--- config.mk ---
export PLATFORM = sky130hd
export DESIGN_NAME = uart_tx_sched
export DESIGN_NICKNAME = d
export VERILOG_FILES = /design/src/rtl/uart_tx_sched.sv
export SDC_FILE = /design/constraint.sdc
export NUM_CORES = 1
export LEC_CHECK = 0
export CELL_PAD_IN_SITES_DETAIL_PLACEMENT = 1
export CELL_PAD_IN_SITES_GLOBAL_PLACEMENT = 1
export CORE_MARGIN = 3
export CORE_UTILIZATION = 42
export DETAILED_ROUTE_END_ITERATION = 8
export PLACE_DENSITY = 0.65
export SLEW_MARGIN = 20
export SYNTH_ARGS = -nofsm -noshare
export SYNTH_HDL_FRONTEND = slang
export SYNTH_SLANG_ARGS = --single-unit
--- constraint.sdc ---
create_clock -name i_sys_clk -period 9.5 [get_ports i_sys_clk]
set_clock_uncertainty 0.15 [all_clocks]
set_input_delay 1.425 -clock i_sys_clk [delete_from_list [all_inputs] [get_ports i_sys_clk]]
set_output_delay 1.425 -clock i_sys_clk [all_outputs]
set_load 0.1 [all_outputs]
--- src/rtl/uart_tx_sched.sv ---
// ---------------------------------------------------------------------------
// uart_tx_sched
//
// Purpose:
//   Byte scheduler in front of a UART transmit serializer that has no
//   busy/ready handshake. Bytes from a producer are buffered in a small FIFO.
//   Each byte is then presented on o_uart_din together with a stretched
//   o_uart_en pulse. Successive pulses are spaced by a full serial frame
//   (start + 8 data + stop) plus GAP_BITS idle bit periods and a small margin,
//   so the serializer is always idle when the next trigger arrives.
//
// Ports:
//   i_sys_clk    in   1      system clock, rising edge
//   i_sys_rst    in   1      asynchronous reset, active low
//   i_wr_en      in   1      producer write strobe, taken only while o_full==0
//   i_wr_data    in   8      byte to queue
//   o_full       out  1      FIFO holds FIFO_DEPTH bytes (registered)
//   o_empty      out  1      FIFO holds no bytes (registered)
//   o_level      out  AW+1   FIFO occupancy (registered)
//   o_busy       out  1      scheduler FSM is not idle
//   o_uart_en    out  1      level trigger to the serializer, EN_HI cycles high
//   o_uart_din   out  8      byte to the serializer, held from LOAD to next LOAD
//
// Optional feature (macro UART_TX_SCHED_STAT_EN):
//   o_ovf        out  1      sticky flag, set by any write dropped while full
//   o_tx_count   out  16     number of bytes issued, wraps at 0xFFFF
//   With the macro undefined these ports and their logic do not exist.
// ---------------------------------------------------------------------------
module uart_tx_sched #(
  parameter int CLK_FREQ   = 50_000_000,
  parameter int BAUD       = 115200,
  parameter int FIFO_DEPTH = 16,
  parameter int GAP_BITS   = 1
) (
  input  logic                          i_sys_clk,
  input  logic                          i_sys_rst,
  input  logic                          i_wr_en,
  input  logic [7:0]                    i_wr_data,
  output logic                          o_full,
  output logic                          o_empty,
  output logic [$clog2(FIFO_DEPTH):0]   o_level,
  output logic                          o_busy,
  output logic                          o_uart_en,
  output logic [7:0]                    o_uart_din
`ifdef UART_TX_SCHED_STAT_EN
  ,
  output logic                          o_ovf,
  output logic [15:0]                   o_tx_count
`endif
);

  localparam int AW        = $clog2(FIFO_DEPTH);
  localparam int BAUD_CNT  = CLK_FREQ / BAUD;
  localparam int EN_HI     = 4;
  localparam int FRAME_CYC = BAUD_CNT * (10 + GAP_BITS) + 4;
  localparam int CW        = $clog2(FRAME_CYC + 1);

  localparam logic [CW-1:0] CNT_ONE    = CW'(1);
  localparam logic [CW-1:0] EN_LAST    = CW'(EN_HI - 1);
  localparam logic [CW-1:0] FRAME_LAST = CW'(FRAME_CYC - 1);
  localparam logic [AW-1:0] PTR_ONE    = AW'(1);
  localparam logic [AW:0]   LVL_ONE    = (AW + 1)'(1);
  localparam logic [AW:0]   LVL_FULL   = (AW + 1)'(FIFO_DEPTH);

  typedef enum logic [1:0] {
    S_IDLE  = 2'd0,
    S_LOAD  = 2'd1,
    S_PULSE = 2'd2,
    S_WAIT  = 2'd3
  } state_t;

  state_t        r_state;
  state_t        w_state_nxt;
  logic [CW-1:0] r_cnt;
  logic [CW-1:0] w_cnt_nxt;

  logic [7:0]    r_mem [FIFO_DEPTH];
  logic [AW-1:0] r_wptr;
  logic [AW-1:0] r_rptr;
  logic [AW:0]   r_count;
  logic [AW:0]   w_count_nxt;
  logic          r_full;
  logic          r_empty;

  logic          r_uart_en;
  logic [7:0]    r_uart_din;

  logic          w_wr;
  logic          w_pop;

  // Acceptance uses only the registered full flag, so a pop in the same
  // cycle never frees a slot for a write that arrives while full.
  assign w_wr  = i_wr_en && !r_full;

  // The head byte is popped on the edge that enters LOAD; both entries into
  // LOAD are gated by the registered empty flag.
  assign w_pop = (w_state_nxt == S_LOAD);

  // Next-state logic. r_cnt is shared by PULSE (EN_HI cycles) and WAIT
  // (FRAME_CYC cycles) and restarts from zero on each entry.
  always_comb begin
    w_state_nxt = r_state;
    w_cnt_nxt   = r_cnt;
    case (r_state)
      S_IDLE: begin
        if (!r_empty) begin
          w_state_nxt = S_LOAD;
        end
      end
      S_LOAD: begin
        w_state_nxt = S_PULSE;
        w_cnt_nxt   = '0;
      end
      S_PULSE: begin
        if (r_cnt == EN_LAST) begin
          w_state_nxt = S_WAIT;
          w_cnt_nxt   = '0;
        end else begin
          w_cnt_nxt = r_cnt + CNT_ONE;
        end
      end
      S_WAIT: begin
        if (r_cnt == FRAME_LAST) begin
          w_cnt_nxt   = '0;
          w_state_nxt = r_empty ? S_IDLE : S_LOAD;
        end else begin
          w_cnt_nxt = r_cnt + CNT_ONE;
        end
      end
      default: begin
        w_state_nxt = S_IDLE;
        w_cnt_nxt   = '0;
      end
    endcase
  end

  always_ff @(posedge i_sys_clk or negedge i_sys_rst) begin
    if (!i_sys_rst) begin
      r_state <= S_IDLE;
      r_cnt   <= '0;
    end else begin
      r_state <= w_state_nxt;
      r_cnt   <= w_cnt_nxt;
    end
  end

  // Occupancy after this edge: a simultaneous write and pop cancel out.
  always_comb begin
    w_count_nxt = r_count;
    case ({w_wr, w_pop})
      2'b10:   w_count_nxt = r_count + LVL_ONE;
      2'b01:   w_count_nxt = r_count - LVL_ONE;
      default: w_count_nxt = r_count;
    endcase
  end

  // Storage array carries no reset; the pointers define which entries hold data.
  always_ff @(posedge i_sys_clk) begin
    if (w_wr) begin
      r_mem[r_wptr] <= i_wr_data;
    end
  end

  always_ff @(posedge i_sys_clk or negedge i_sys_rst) begin
    if (!i_sys_rst) begin
      r_wptr  <= '0;
      r_rptr  <= '0;
      r_count <= '0;
      r_full  <= 1'b0;
      r_empty <= 1'b1;
    end else begin
      if (w_wr) begin
        r_wptr <= r_wptr + PTR_ONE;
      end
      if (w_pop) begin
        r_rptr <= r_rptr + PTR_ONE;
      end
      r_count <= w_count_nxt;
      r_full  <= (w_count_nxt == LVL_FULL);
      r_empty <= (w_count_nxt == '0);
    end
  end

  // Serializer-facing outputs are registered so o_uart_en is glitch-free for
  // the downstream synchronizer and o_uart_din is stable before the trigger.
  always_ff @(posedge i_sys_clk or negedge i_sys_rst) begin
    if (!i_sys_rst) begin
      r_uart_en  <= 1'b0;
      r_uart_din <= 8'h00;
    end else begin
      r_uart_en <= (w_state_nxt == S_PULSE);
      if (w_pop) begin
        r_uart_din <= r_mem[r_rptr];
      end
    end
  end

  assign o_full     = r_full;
  assign o_empty    = r_empty;
  assign o_level    = r_count;
  assign o_busy     = (r_state != S_IDLE);
  assign o_uart_en  = r_uart_en;
  assign o_uart_din = r_uart_din;

`ifdef UART_TX_SCHED_STAT_EN
  logic        r_ovf;
  logic [15:0] r_tx_count;

  // Overflow is sticky until reset; the issue counter wraps naturally.
  always_ff @(posedge i_sys_clk or negedge i_sys_rst) begin
    if (!i_sys_rst) begin
      r_ovf      <= 1'b0;
      r_tx_count <= 16'h0000;
    end else begin
      if (i_wr_en && r_full) begin
        r_ovf <= 1'b1;
      end
      if (w_pop) begin
        r_tx_count <= r_tx_count + 16'h0001;
      end
    end
  end

  assign o_ovf      = r_ovf;
  assign o_tx_count = r_tx_count;
`endif

endmodule
==> run metrics, run 1 <==
syn_area_per_cell 17.1 um^2; relative slew slack 0.344; Setup TNS Final 0 ns; Area contributors post-synth edfxtp_1 (55%), dfrtp_1 (14%), mux4_2 (10%); grt peak-use layer met2; total power 0.00240 W; M2 GR Usage 0.285; wire per inst 22.2 um; Netlist cell types 51; startpoint types flip-flop; cell taking the most area after synthesis edfxtp_1; DR vias/cell 5.47; CTS tree built; mux cell area share after synthesis 0.126; top post-synthesis cells by count edfxtp_1 (128), dfrtp_1 (38), mux4_2 (32); CP cell instances nor2_1 > inv_1 > clkdlybuf4s50_1; DRC violations left 0; xor/xnor share of the synthesized area 0.0150; Synth Instances 411; 1st-pass router iterations 4; Max Cap Violations 0; die area 18300 um^2; #FFs+latches synth 167; Core Area 16100 um^2; Clock Tree Buf Depth 2; antenna violations before repair 0; area share of fa/ha/maj cells after synthesis 0.0225; vias 3668; first-pass GRT wire length 23700 um; status finished clean; Antenna Nets Post-Route 0; Top Family by Delay on Critical Path buffers and inverters; kind of critical path reg2out; Die H 135 um; final setup fails 0; EDFF count, synth 128; synthesized net count 434; layout cell share with drive strength beyond 1 0.180; worst endpoint data arrival time 2.55 ns; Area Growth Syn to Fin 14.1%; Slowest cell on crit path clkdlybuf4s50_1; Final Net Count 465; Num CTS Buffers 17; Pleak 2.83 nW; async set or reset register ratio after synthesis 0.234; fmax 242 MHz; unrepaired setup endpoints after global routing no; crit share post-route 0.434; yosys warns 0; VDD IR max 172 uV; final WL 14900 um; Final Critical Period 4.13 ns; FP Rows 46; Setup Buffers After CTS 0; Worst Path Required 7.93 ns; Port Buf Inserts 27; Initial Utilization 0.435; top cell type's share of synthesized area 0.548; total track usage 0.178; M3 GR Usage 0.0435; Buf/Inv on CP 2; Placer Congestion 0.725; count leader, synth edfxtp_1; largest family of logic cells by synthesized area multiplexers; boundary pin count 28; n_diodes 0; Root Buffer clkbuf_16; cell count along the critical path 3; post-CTS sizing 0; Slew Limit Fails 0; Compound-Gate Fraction of Synth Area 0.0433; clock sink total 167; Synth Area in Simple Gates 0.0820; Post-Syn Area 7020 um^2; Worst-Skew Late Latency 0.43 ns; Main synth FF type edfxtp_1; worst stage delay on the critical path 1.13 ns; grt ovf 0; Cell Pwr Density 300 nW/um^2; worst slew pin tran 0.981 ns; vias in the first global route 3937; Post-CTS Hold Buffers 0; Critical Path End Type output pin; worst-path maximum fanout 19; clk slew on worst S/H paths 0.06 ns; worst hold stages 1; 1st-iter DRT viols 281; CTS HTree Levels 4; Final Hold Vio Count 0; worst min path class reg2reg; Die X 135 um; met1 Use GR 0.247; Reg2Reg Depth 11; post-DP HPWL 9360 um; register area share after synthesis 0.687; largest net degree at the start of global routing 40
==> registers in the layout (all words and copies together), names as in the netlist <==
| register | count |
|---|---|
| r_rptr | 4 |
| o_uart_en | 1 |
| r_mem | 128 |
| r_wptr | 4 |
| o_full | 1 |
| o_uart_din | 8 |
| r_state | 2 |
| o_empty | 1 |
| r_cnt | 13 |
| o_level | 5 |
==> placed cells by master, fill, tap and decap left out, drive strengths merged, types with 5 or more instances in the layout <==
| master | netlist | routed |
|---|---|---|
| a22oi | 16 | 16 |
| a31oi | 5 | 5 |
| and2 | 18 | 18 |
| buf | 11 | 5 |
| clkbuf | 8 | 19 |
| clkdlybuf4s50 | 0 | 26 |
| dfrtp | 38 | 38 |
| edfxtp | 128 | 128 |
| ha | 11 | 11 |
| inv | 11 | 15 |
| mux2 | 10 | 10 |
| mux4 | 32 | 32 |
| nand2 | 30 | 30 |
| nand3 | 11 | 11 |
| nand4 | 5 | 5 |
| nor2 | 10 | 10 |
| nor2b | 5 | 5 |
| o21ai | 8 | 8 |
| xnor2 | 6 | 6 |
| xor2 | 6 | 6 |
==> kinds of logic (layout without fill, tap and decap cells) <==
group	count (synthesis)	count (layout)
flops	167	167
simple gates	103	103
mux	44	44
compound gates	43	43
buf+inv	30	74
fa+ha+maj	12	12
xor+xnor	12	12
==> layer usage <==
| layer | vias to the layer above | routed length (um) |
|---|---|---|
| li1 | 1659 | - |
| met3 | 11 | 640 |
| met4 | 0 | 126 |
| met5 | - | 0 |
| met2 | 68 | 7450 |
| met1 | 1930 | 6710 |
==> stage by stage <==
stage	cells	util	setup WS, ns	hold slack (ns)	area (um^2)
after floorplan	411	-	5.83	0.340	7020
after global placement	639	0.463	5.16	0.344	7450
after detailed placement	639	0.463	5.05	0.347	7450
after CTS	671	0.497	5.37	0.365	8010
after global routing	671	0.497	5.22	0.388	8010
final	671	0.497	5.37	0.365	8010
==> final cells by class <==
class | instances | area, um^2
sequential | 167 | 4820
clock buffer | 19 | 433
clock inverter | 13 | 123
multi-input combinational | 214 | 2030
tap | 216 | 270
fill | 1544 | 8110
timing repair buffer | 31 | 295
inverter | 11 | 41.3
==> path summary, 6_finish.rpt <==
kind	endpoint	slack [ns]	from
max	o_busy	5.37	r_state[1]
min in group asynchronous	o_uart_din[3]	0.92	i_sys_rst
min reg2reg	o_uart_din[0]	0.36	o_uart_din[0]
min	o_uart_din[0]	0.36	o_uart_din[0]
max reg2reg	o_empty	5.66	r_state[1]
max in group asynchronous	r_rptr[0]	7.84	i_sys_rst
==> power breakdown <==
group | internal, W | switching [W] | total, W | leakage (nW)
Clock | 0.000364 | 0.000289 | 0.000652 | 0.258
Combinational | 0.000291 | 0.000454 | 0.000745 | 0.935
Sequential | 0.000903 | 0.000102 | 0.00101 | 1.64
No activity file was read; power rests on OpenSTA's default activity.
==> run 2: changes to the inputs <==
- PLACE_DENSITY: 0.65 -> 0.68
- clock period: 9.5 -> 3.6 ns (I/O delays scaled with it)
==> run metrics, run 2 (same netlist as run 1, synthesis figures left out) <==
Final Net Count 469; Core Area 16100 um^2; DRC violations left 0; VDD IR max 353 uV; unrepaired setup endpoints after global routing no; Worst R2R Setup Slack 0.32 ns; Reg2Reg Depth 11; Crit Reg-Reg Startpoint r_cnt[8]; Die H 135 um; worst slew pin tran 0.984 ns; worst-path maximum fanout 7; relative slew slack 0.342; antenna violations before repair 0; CTS tree built; status finished clean; Pleak 2.86 nW; Worst Path Required 3.81 ns; hold wc startpoint o_uart_din[7]; multi-input logic area 2030 um^2; Placer Congestion 0.746; worst hold stages 1; Cell Pwr Density 789 nW/um^2; commonest non-fill, non-tap cell in the layout edfxtp_1; Root Buffer clkbuf_16; Slew Limit Fails 0; FP Rows 46; Fill cells 1529; Critical Path End Type flip-flop; Max Cap Violations 0; Final Critical Period 3.28 ns; most frequent cells in the layout edfxtp_1 (128), dfrtp_1 (37), mux4_2 (32), nand2_1 (30), clkdlybuf4s50_1 (24); CTS HTree Levels 4; final setup fails 0; Antenna Nets Post-Route 0; wire per inst 22.2 um; Initial Utilization 0.435; final WL 15000 um; boundary pin count 28; clock sink total 167; Worst-Skew Late Latency 0.42 ns; total track usage 0.177; DR vias/cell 5.55; Setup Buffers After CTS 0; post-DP HPWL 9490 um; largest net degree at the start of global routing 40; fmax 305 MHz; clk slew on worst S/H paths 0.06 ns; Area Growth Syn to Fin 14.5%; Biggest register r_mem; Hold EP o_uart_din[7]; Port Buf Inserts 27; worst min path class reg2reg; startpoint types flip-flop; Largest register FFs 128; n_diodes 0; grt ovf 0; Die X 135 um; Num CTS Buffers 17; kind of critical path reg2reg; capturing point of the worst reg2reg path o_empty; storage element area 4820 um^2; Clock Tree Buf Depth 2; crit share post-route 0.910; vias in the first global route 4013; vias 3744; 1st-pass router iterations 4; Final Hold Vio Count 0; total power 0.00634 W; Setup TNS Final 0 ns; first-pass GRT wire length 23600 um; 1st-iter DRT viols 304; die area 18300 um^2; layout cell share with drive strength beyond 1 0.190; worst endpoint data arrival time 3.49 ns
## run 2: how the worst max path moves through the flow
stage               cells after the start  slack (ns)       to  startpoint
global placement                       10        0.39  o_empty     i_wr_en
global route                           11        0.07  o_empty    r_cnt[8]
floorplan                              12        0.41  o_empty    r_cnt[6]
detailed placement                     11        0.34  o_empty    r_cnt[6]
finish                                 11        0.32  o_empty    r_cnt[8]
CTS                                    11        0.30  o_empty    r_cnt[8]
## run 2: cell type report
cell class | count | share of cell area
clock buffers | 22 | 0.0565
clock inverters | 10 | 0.0118
inverters | 11 | 0.00514
multi-input cells | 214 | 0.252
flip-flops and latches | 167 | 0.600
well taps | 216 | 0.0336
repair buffers | 35 | 0.0405
## run 2: metal layers
layer	routed length [um]	global-route usage
met4	173	0.0622
met5	0	0
met2	7310	0.275
met1	6840	0.250
met3	648	0.0364
## run 2: what timing repair did
action / 4_1_cts / 5_1_grt
endpoints found under the setup margin: 0 / 0
hold buffers: 0 / 1
hold endpoints to repair: 0 / 12
resized for setup: 0 / 0
## run 2: where the power goes
part	total (W)	switching, W	internal (W)
registers	0.00264	0.000259	0.00238
logic	0.00199	0.00122	0.000774
clock network	0.00171	0.000733	0.000975
total	0.00634	0.00221	0.00413
## run 2: worst max-delay path: stages (launching register included)
cell and delay, ns:
dfrtp_1 0.45, or4_4 0.55, nor3_4 0.22, a31oi_4 0.16, nor2_4 0.11, ha_1 0.28
ha_1 0.31, a21o_1 0.17, a21oi_1 0.18, mux2i_1 0.23, xor2_1 0.23, and2_1 0.17
## run 2: through the flow
stage	hold slack, ns	util	cells	setup WS (ns)	cell area [um^2]
2_1_floorplan	0.0944	-	411	0.410	7020
3_3_place_gp	0.342	0.464	642	0.394	7470
3_5_place_dp	0.349	0.464	642	0.335	7470
4_1_cts	0.162	0.498	674	0.300	8020
5_1_grt	0.382	0.499	675	0.0731	8030
6_report	0.359	0.499	675	0.323	8030
==> run 3: changes to the inputs <==
- PLACE_DENSITY: 0.68 -> 0.65
- clock period: 3.6 -> 4.1 ns (I/O delays scaled with it)
==> run metrics, run 3 (same netlist as run 1, synthesis figures left out) <==
Combinational Power Share 0.288; unrepaired setup endpoints after global routing no; Antenna Nets Post-Route 0; Setup TNS Final 0 ns; Die H 135 um; Final Critical Period 3.33 ns; Crit Reg-Reg Startpoint r_cnt[8]; status finished clean; Pleak 2.89 nW; DRC violations left 0; Fill cells 1540; sequential share of power 0.417; Worst Path Required 4.33 ns; worst-path maximum fanout 7; Critical Path End Type flip-flop; Root Buffer clkbuf_16; Psw 0.00201 W; multi-input logic area 2030 um^2; Int Pwr 0.00376 W; 1st-pass router iterations 4; n_diodes 0; Die X 135 um; Setup Buffers After CTS 0; worst stage delay on the critical path 0.55 ns; startpoint types flip-flop; post-CTS sizing 0; VDD IR max 341 uV; total track usage 0.178; grt ovf 0; Num CTS Buffers 17; Cell Pwr Density 712 nW/um^2; worst slew pin tran 0.986 ns; Slew Limit Fails 0; largest net degree at the start of global routing 36; Slowest cell on crit path or4_4; CTS HTree Levels 4; wire per inst 22.5 um; antenna violations before repair 0; relative slew slack 0.340; Final Net Count 467; Placer Congestion 0.783; 1st-iter DRT viols 270; layout cell share with drive strength beyond 1 0.197; Post-CTS Hold Buffers 0; switch share 0.348; storage element area 4820 um^2; boundary pin count 28; CP dominant cell by count ha_1; most frequent cells in the layout edfxtp_1 (128), dfrtp_1 (36), mux4_2 (32), nand2_1 (30), clkdlybuf4s50_1 (25); Core Area 16100 um^2; CP cell instances or4_4 > nor3_4 > a31oi_4 > nor2_4 > ha_1 > ha_1 > a21o_1 > a21oi_1 > mux2i_1 > xor2_1 > and2_1; Biggest register r_mem; Top Layer Used met4; Critical Path Source r_cnt[8]; met3 WL 866 um; die area 18300 um^2; Largest register FFs 128; worst min path class in2async; post-DP HPWL 9610 um; kind of critical path reg2reg; Initial Utilization 0.435; clock sink total 167; commonest non-fill, non-tap cell in the layout edfxtp_1; crit share post-route 0.812; Port Buf Inserts 27; Clock Tree Buf Depth 2; total power 0.00576 W; final setup fails 0; fmax 300 MHz; first-pass GRT wire length 23800 um; CTS tree built; final WL 15200 um; worst endpoint data arrival time 3.56 ns; DR vias/cell 5.46; Routed met2 length 7270 um; Clock power frac 0.295; vias in the first global route 4032; Max Cap Violations 0; clk slew on worst S/H paths 0.07 ns; vias 3676; Area Growth Syn to Fin 15.4%; Worst-Skew Late Latency 0.43 ns; FP Rows 46; Final Hold Vio Count 0; met1 WL 6850 um
## run 3: cell types whose count changed in the layout (fill, tap and decap cells not counted), sizes merged, moves of 2 or more
cell      change
clkbuf        -5
inv           +4
buf           -2
bufinv        +2
clkinvlp      -2
## run 3: worst max-delay path, delay by kind of cell, from the launching register on
kind | cells | cell delay [ns]
mux | 1 | 0.25
xor+xnor | 1 | 0.23
fa+ha+maj | 2 | 0.61
simple gates | 4 | 1.06
compound gates | 3 | 0.51
flops | 1 | 0.45
## run 3: per-layer routing
layer | GRT usage | vias to the layer above
li1 | - | 1672
met1 | 0.252 | 1916
met2 | 0.278 | 75
met3 | 0.0397 | 13
met4 | 0.0571 | 0
met5 | 0 | -
## run 3: cell type report
type	count	area share
sequential	167	0.595
multi-input combinational	214	0.250
clock buffer	17	0.0525
timing repair buffer	33	0.0380
tap	216	0.0334
clock inverter	15	0.0255
inverter	11	0.00510
## run 3: power groups by stage
stage,combinational (W),clock [W],sequential (W)
finish,0.00166,0.00170,0.00240
global placement,0.00163,0,0.00243
floorplan,0.000951,0,0.00272
CTS,0.00168,0.00174,0.00242
detailed placement,0.00167,0,0.00245
global route,0.00177,0.00181,0.00246
## run 3: final timing paths
path	depth (start not counted)	slack [ns]	to
min in group i_sys_clk	1	0.37	o_uart_din[7]
hold reg to reg	1	0.37	o_uart_din[7]
setup reg to reg	11	0.77	o_empty
setup / recovery	11	0.77	o_empty
hold / removal	1	0.03	o_uart_din[1]
max in group asynchronous	2	2.99	o_empty
## run 3: stage by stage
stage                util  hold WS (ns)  cells  worst slack, ns  area [um^2]
floorplan               -         0.169    411            0.910         7020
global route        0.503        0.0459    673            0.490         8100
CTS                 0.503        0.0405    673            0.746         8100
finish              0.503        0.0279    673            0.769         8100
detailed placement  0.463         0.343    641            0.718         7470
global placement    0.463         0.346    641            0.811         7470
